==> src/rtl/mem_loader.sv <==
// mem_loader: accepts a valid/ready stream of DATA_W-bit words and writes DEPTH
// of them into a 2^ADDR_W-word memory, starting at START_ADDR and wrapping.
// Done is raised once the last write strobe has been issued, and it releases
// the downstream accumulator.
// Optional feature macro: MEM_LOADER_CHECKSUM_EN (running wrapping sum of the
// accepted words on Checksum). When the macro is undefined, Checksum is tied to 0.
//
// state   | meaning
// --------+-----------------------------------------------
// S_IDLE  | after reset, waiting for Start
// S_LOAD  | accepting words, InReady high
// S_DRAIN | final write strobe on the memory port
// S_DONE  | image complete, Done high until Start or Reset
module mem_loader #(
  parameter int DATA_W     = 16,
  parameter int ADDR_W     = 5,
  parameter int DEPTH      = 32,
  parameter int START_ADDR = 0
) (
  input  logic              Clock,
  input  logic              Reset,
  input  logic              Start,
  input  logic              InValid,
  input  logic [DATA_W-1:0] InData,
  output logic              InReady,
  output logic              MemWriteEnable,
  output logic [ADDR_W-1:0] MemAddress,
  output logic [DATA_W-1:0] MemDataIN,
  output logic              Busy,
  output logic              Done,
  output logic [ADDR_W:0]   WordCount,
  output logic [DATA_W-1:0] Checksum
);

  typedef enum logic [1:0] {
    S_IDLE  = 2'd0,
    S_LOAD  = 2'd1,
    S_DRAIN = 2'd2,
    S_DONE  = 2'd3
  } state_t;

  localparam int LAST_I = DEPTH - 1;
  localparam logic [ADDR_W:0]   LAST_CNT  = LAST_I[ADDR_W:0];
  localparam logic [ADDR_W-1:0] START_PTR = START_ADDR[ADDR_W-1:0];

  state_t            state;
  state_t            state_next;
  logic [ADDR_W-1:0] ptr;
  logic              handshake;
  logic              last_word;
  logic              start_ok;

  assign InReady   = (state == S_LOAD);
  assign Busy      = (state == S_LOAD) || (state == S_DRAIN);
  assign Done      = (state == S_DONE);
  assign handshake = InValid && InReady;
  assign last_word = handshake && (WordCount == LAST_CNT);
  assign start_ok  = Start && ((state == S_IDLE) || (state == S_DONE));

  // State register.
  always_ff @(posedge Clock) begin
    if (Reset) state <= S_IDLE;
    else       state <= state_next;
  end

  // Next-state logic. The word that completes the image moves the FSM to DRAIN,
  // so InReady drops on the following cycle and word DEPTH+1 is never accepted.
  always_comb begin
    state_next = state;
    case (state)
      S_IDLE:  if (Start) state_next = S_LOAD;
      S_LOAD:  if (last_word) state_next = S_DRAIN;
      S_DRAIN: state_next = S_DONE;
      S_DONE:  if (Start) state_next = S_LOAD;
      default: state_next = S_IDLE;
    endcase
  end

  // Registered write port, write pointer and word counter.
  always_ff @(posedge Clock) begin
    if (Reset) begin
      MemWriteEnable <= 1'b0;
      MemAddress     <= '0;
      MemDataIN      <= '0;
      ptr            <= '0;
      WordCount      <= '0;
    end else begin
      MemWriteEnable <= handshake;
      if (handshake) begin
        MemAddress <= ptr;
        MemDataIN  <= InData;
        ptr        <= ptr + 1'b1;
        WordCount  <= WordCount + 1'b1;
      end
      if (start_ok) begin
        ptr       <= START_PTR;
        WordCount <= '0;
      end
    end
  end

`ifdef MEM_LOADER_CHECKSUM_EN
  logic [DATA_W-1:0] sum;

  // Running wrapping sum of accepted words. It is frozen outside LOAD.
  always_ff @(posedge Clock) begin
    if (Reset)          sum <= '0;
    else if (start_ok)  sum <= '0;
    else if (handshake) sum <= sum + InData;
  end

  assign Checksum = sum;
`else
  assign Checksum = '0;
`endif

endmodule

==> config.mk <==
export PLATFORM = sky130hd
export DESIGN_NAME = mem_loader
export DESIGN_NICKNAME = d
export VERILOG_FILES = /design/src/rtl/mem_loader.sv
export SDC_FILE = /design/constraint.sdc
export NUM_CORES = 1
export LEC_CHECK = 0
export CAP_MARGIN = 15
export CORE_AREA = 2 2 62 64
export DETAILED_ROUTE_END_ITERATION = 7
export DIE_AREA = 0 0 64 66
export PLACE_DENSITY = 0.81
export SLEW_MARGIN = 0
export SYNTH_ARGS = -nofsm -noshare
export SYNTH_HDL_FRONTEND = slang
export SYNTH_SLANG_ARGS = --single-unit
==> constraint.sdc <==
create_clock -name Clock -period 2.52 [get_ports Clock]
set_clock_uncertainty 0.05 [all_clocks]
set_input_delay 0.504 -clock Clock [delete_from_list [all_inputs] [get_ports Clock]]
set_output_delay 0.504 -clock Clock [all_outputs]
set_load 0.01 [all_outputs]
==> results of run 1 <==
-- where the power goes --
part / internal, W / switching (W) / leakage (nW)
clock: 0.000310 / 0.000185 / 0.0525
combinational: 0.000209 / 0.000215 / 0.413
sequential: 0.000604 / 0.0000335 / 0.284
total: 0.00112 / 0.000433 / 0.750
-- per-layer routing --
metal  GRT usage  routed length (microns)  up-vias  share of wire
li1            -                        -      669              -
met1       0.176                     1320      598           0.43
met2       0.254                     1490       43           0.49
met3      0.0426                      187        5          0.061
met4      0.0978                       65        0          0.021
met5           0                        0        -              0
-- kinds of logic (layout without fill, tap and decap cells) --
kind of cell	after synthesis	count (layout)	share of synthesized area
adder cells (fa/ha/maj)	4	4	0.0336
XOR/XNOR	4	4	0.0235
flip-flops	35	35	0.471
other	1	16	0.00252
AO/OA/AOI/OAI	39	39	0.140
buffers and inverters	29	65	0.124
AND/OR/NAND/NOR	72	72	0.207
-- cells in the final DEF, fill, tap and decap left out, drive strengths merged --
cell	count
o2bb2ai	1
or3	5
o221ai	1
or2	1
bufinv	2
a21oi	29
ha	4
and2	1
nor2	6
clkbuf	6
buf	4
xor2	2
clkdlybuf4s50	50
nand4	1
o21ai	6
nand3	6
nor2b	1
nand4b	1
o31ai	1
conb	16
a21o	1
dfxtp	35
xnor2	2
inv	3
nand2	50
-- through the flow --
step	cells	worst slack (ns)	utilization	total power, W	instance area (sq um)
final	283	0.291	0.581	0.00156	2060
after global routing	283	0.187	0.581	0.00166	2060
after CTS	283	0.279	0.581	0.00157	2060
after detailed placement	275	0.530	0.553	0.00108	1960
after global placement	275	0.591	0.553	0.00107	1960
after floorplan	199	1.05	-	0.000915	1550
-- tightest hold or removal path, stage by stage, from the launching register on --
cell     delay, ns
dfxtp_1       0.32
nand2_1       0.05
a21oi_1       0.05
-- final timing paths --
check | startpoint | to
hold / removal | MemDataIN[9] | MemDataIN[9]
setup reg to reg | state[0] | ptr[3]
setup / recovery | state[0] | InReady
hold reg to reg | MemDataIN[9] | MemDataIN[9]
-- layout make-up --
cell class | count | area [sq um] | area share
repair buffers | 54 | 531 | 0.257
clock inverters | 2 | 60.1 | 0.0291
well taps | 48 | 60.1 | 0.0291
multi-input cells | 135 | 661 | 0.320
clock buffers | 6 | 41.3 | 0.0200
flip-flops and latches | 35 | 701 | 0.339
inverters | 3 | 11.3 | 0.00545
-- flip-flops by register name, indices dropped and copies added (netlist names) --
register	count
MemDataIN	16
state	2
WordCount	6
MemWriteEnable	1
MemAddress	5
ptr	5
==> flow_summary.toml, run 1 <==
[final_layout]
fin_nets = 258
synthToLayoutAreaGrowth_pct = 38.7
nFillCells = 327
antenna_cells = 0
drive_above_1_share = 0.0553

[placed_design]
dp_hpwl_mm = 2.18
gp_congestion = 0.780
io_buffer_count = 50

[worst_setup_path]
path_cells = "ha_1, clkdlybuf4s50_1"
critPathCaptureType = "primary output"
crit_fanout = 10
cp.required_ns = 1.97
crit_cells = 2
crit_type = "register to primary output"
rr_worst_depth = 4
cp.arrival_ns = 1.67
slowest_delay_ns = 0.60
cp_top_family = "buffers and inverters"
critPathLaunchType = "register"
ff2ff_setup_slack_ns = 0.89
cp_slowest_cell = "clkdlybuf4s50_1"
cp.buffers_inverters = 1

[power]
p_leak_nw = 0.750
power_density_nw_per_um2 = 754
ir_drop_uv = 336

[yosys]
netlist_instances = 184
async_flop_share = 0
ys_top_cells_by_count = "nand2_1, dfxtp_1, a21oi_1"
ys_seq_area_frac = 0.471
ys_ff_latch = 35
yosysMostFrequentCell = "nand2_1"
yosysTopAreaCell = "dfxtp_1"
synth_cell_type_count = 25
synth_edf_count = 0
yosysWarnings = 0
synthTopCellsByArea = "dfxtp_1, nand2_1, a21oi_1"
synth_top_area_share = 0.471
netlist_area_sq_um = 1490
syn_avg_cell_area_sq_um = 8.09
synth-main-ff-cell = "dfxtp_1"

[timing]
slew_violations = 0
fin_crit_sh = 0.884
tns_ns = 0
whs_ns = 0.410
period_needed_ns = 2.23
grt_setup_unrepaired = "no"
finalSetupViolCount = 0
fmax_mhz = 449
finalHoldViolations = 0

[floorplan]
design.core.area_sq_um = 3550
num_rows = 22
start_util = 0.419
die_area_sq_um = 4220
io_pins = 67
die_w_microns = 64
die_h_microns = 66

[global_routing]
antenna_found_initial = 0
grt_pass1_vias = 1143
grt_max_degree = 26
gr-usage-all-layers = 0.154
grt_first_pass_wirelength_mm = 4.99
grt_overflow_total = 0

[cts]
cts_buffers = 5
clk_latency_ns = 0.33
htreeDepth = 2
clockBufferDepth = 2
cts_tree = "built"
path_clk_slew_ns = 0.11
postCtsResizedCells = 0
cts_root_buf = "clkbuf_4"
cts_hold_buf = 0
postCtsSetupBuffers = 0
clock-sinks = 35

[run]
cap_viol_max_count = 0

[drt]
ant_nets = 0
drcViolationCount = 0
drt_first_iter_violations = 45
dr_total_vias = 1315
viasPerCell = 4.65
drt-total-wl_mm = 3.07
firstDrtPassIters = 4
wire_per_inst_microns = 10.8

[hold_path]
min_path_cells = 2
hold_class = "register to register"

[status]
status = "finished clean"
(Power assumes the default switching activity.)
==> run 2, diff against run 1 <==
--- a/config.mk
+++ b/config.mk
@@ -9,7 +9,7 @@
 export CORE_AREA = 2 2 62 64
 export DETAILED_ROUTE_END_ITERATION = 7
 export DIE_AREA = 0 0 64 66
-export PLACE_DENSITY = 0.81
+export PLACE_DENSITY = 0.89
 export SLEW_MARGIN = 0
 export SYNTH_ARGS = -nofsm -noshare
 export SYNTH_HDL_FRONTEND = slang
==> flow_summary.toml, run 2 (synthesis results as in run 1) <==
[status]
status = "finished clean"

[drt]
drt-total-wl_mm = 3.11
drt_first_iter_violations = 88
firstDrtPassIters = 4
drcViolationCount = 0
wire_per_inst_microns = 11.1
ant_nets = 0
dr_total_vias = 1302
viasPerCell = 4.63

[timing]
fin_crit_sh = 0.893
grt_setup_unrepaired = "no"
fmax_mhz = 444
period_needed_ns = 2.25
finalSetupViolCount = 0
finalHoldViolations = 0
slew_violations = 0
tns_ns = 0

[worst_setup_path]
critPathCaptureType = "primary output"
path_cells = "inv_1, ha_1, clkdlybuf4s50_1"
cp.buffers_inverters = 2
r2r_start = "state[1]"
cp.arrival_ns = 1.70
crit_cells = 3
crit_type = "register to primary output"
rr_worst_depth = 5
ff2ff_setup_slack_ns = 0.87
critPathLaunchType = "register"
cp_slowest_cell = "clkdlybuf4s50_1"
timing.rr.end = "ptr[3]"
slowest_delay_ns = 0.61
crit_fanout = 10
endpoint = "InReady"
crit_start = "state[1]"
cp_top_family = "buffers and inverters"
cp.required_ns = 1.97

[global_routing]
grt_max_degree = 26
grt_first_pass_wirelength_mm = 5.06
grt_pass1_vias = 1167
antenna_found_initial = 0
gr-usage-all-layers = 0.153
grt_overflow_total = 0

[final_layout]
fin_nets = 257
regMostFlops = "MemDataIN"
instances_no_fill = 281
layout_commonest_cell = "clkdlybuf4s50_1"
synthToLayoutAreaGrowth_pct = 35.1
drive_above_1_share = 0.0515
largest_register_ffs = 16
mostFrequentLayoutCells = "clkdlybuf4s50_1, nand2_1, dfxtp_1"
reg_top3 = "MemDataIN (16), WordCount (6)"
nFillCells = 327
antenna_cells = 0

[power]
pwr-share-clk = 0.224
ir_drop_uv = 325
power_density_nw_per_um2 = 677
combPwrFrac = 0.307
swShare = 0.311
pwr-share-seq = 0.469
p_leak_nw = 0.727
power.internal_w = 0.000939
p_switching_w = 0.000424

[cts]
postCtsSetupBuffers = 0
postCtsResizedCells = 0
cts_tree = "built"
clk_latency_ns = 0.33
cts_root_buf = "clkbuf_4"
cts_hold_buf = 0
htreeDepth = 2
path_clk_slew_ns = 0.10
clockBufferDepth = 2
cts_buffers = 5
clock-sinks = 35

[floorplan]
start_util = 0.419
design.core.area_sq_um = 3550
die_w_microns = 64
num_rows = 22
die_area_sq_um = 4220
io_pins = 67
die_h_microns = 66

[placed_design]
dp_hpwl_mm = 2.22
gp_congestion = 0.771
dpl.cell_count = 274
io_buffer_count = 50

[hold_path]
hold_class = "register to register"

[run]
cap_viol_max_count = 0
==> run 2: stage by stage <==
step	util	setup WS, ns	total power (W)	instance area, sq um	hold slack [ns]
2_1_floorplan	-	1.05	0.000915	1550	0.387
3_3_place_gp	0.551	0.580	0.00106	1960	0.392
3_5_place_dp	0.551	0.536	0.00107	1960	0.396
4_1_cts	0.567	0.274	0.00137	2010	0.409
5_1_grt	0.567	0.194	0.00144	2010	0.429
6_report	0.567	0.270	0.00136	2010	0.408
==> run 2: cell type report <==
cell class / count / area, sq um / area share
Clock buffer: 6 / 51.3 / 0.0255
Clock inverter: 1 / 5.00 / 0.00249
Inverter: 3 / 11.3 / 0.00560
Multi-Input combinational cell: 135 / 661 / 0.328
Sequential cell: 35 / 701 / 0.348
Tap cell: 48 / 60.1 / 0.0299
Timing Repair Buffer: 53 / 523 / 0.260
==> run 2: metal layers <==
metal / global-route usage / vias to the layer above / part of all wire / wire, microns
li1: - / 667 / - / -
met1: 0.168 / 594 / 0.44 / 1380
met2: 0.263 / 35 / 0.48 / 1480
met3: 0.0630 / 6 / 0.066 / 206
met4: 0.0571 / 0 / 0.013 / 40
met5: 0 / - / 0 / 0
==> run 2: how the worst min path moves through the flow <==
stage | startpoint | to | depth (start not counted)
finish | MemAddress[4] | MemAddress[4] | 2
global route | MemDataIN[11] | MemDataIN[11] | 2
global placement | MemDataIN[2] | MemDataIN[2] | 2
detailed placement | MemDataIN[9] | MemDataIN[9] | 2
CTS | MemDataIN[9] | MemDataIN[9] | 2
floorplan | ptr[4] | MemAddress[4] | 2
==> run 2: power by group through the flow <==
stage               clock network [W]  logic (W)  registers (W)
global placement                    0   0.000412       0.000650
floorplan                           0   0.000253       0.000662
finish                       0.000305   0.000419       0.000639
CTS                          0.000311   0.000422       0.000639
global route                 0.000336   0.000458       0.000646
detailed placement                  0   0.000421       0.000651
==> run 2: worst register-to-register path, stage by stage, from the launching register on <==
cell and delay (ns):
dfxtp_1 0.35, inv_1 0.06, ha_1 0.35, nand2_2 0.24, or3_1 0.39, a21oi_1 0.15
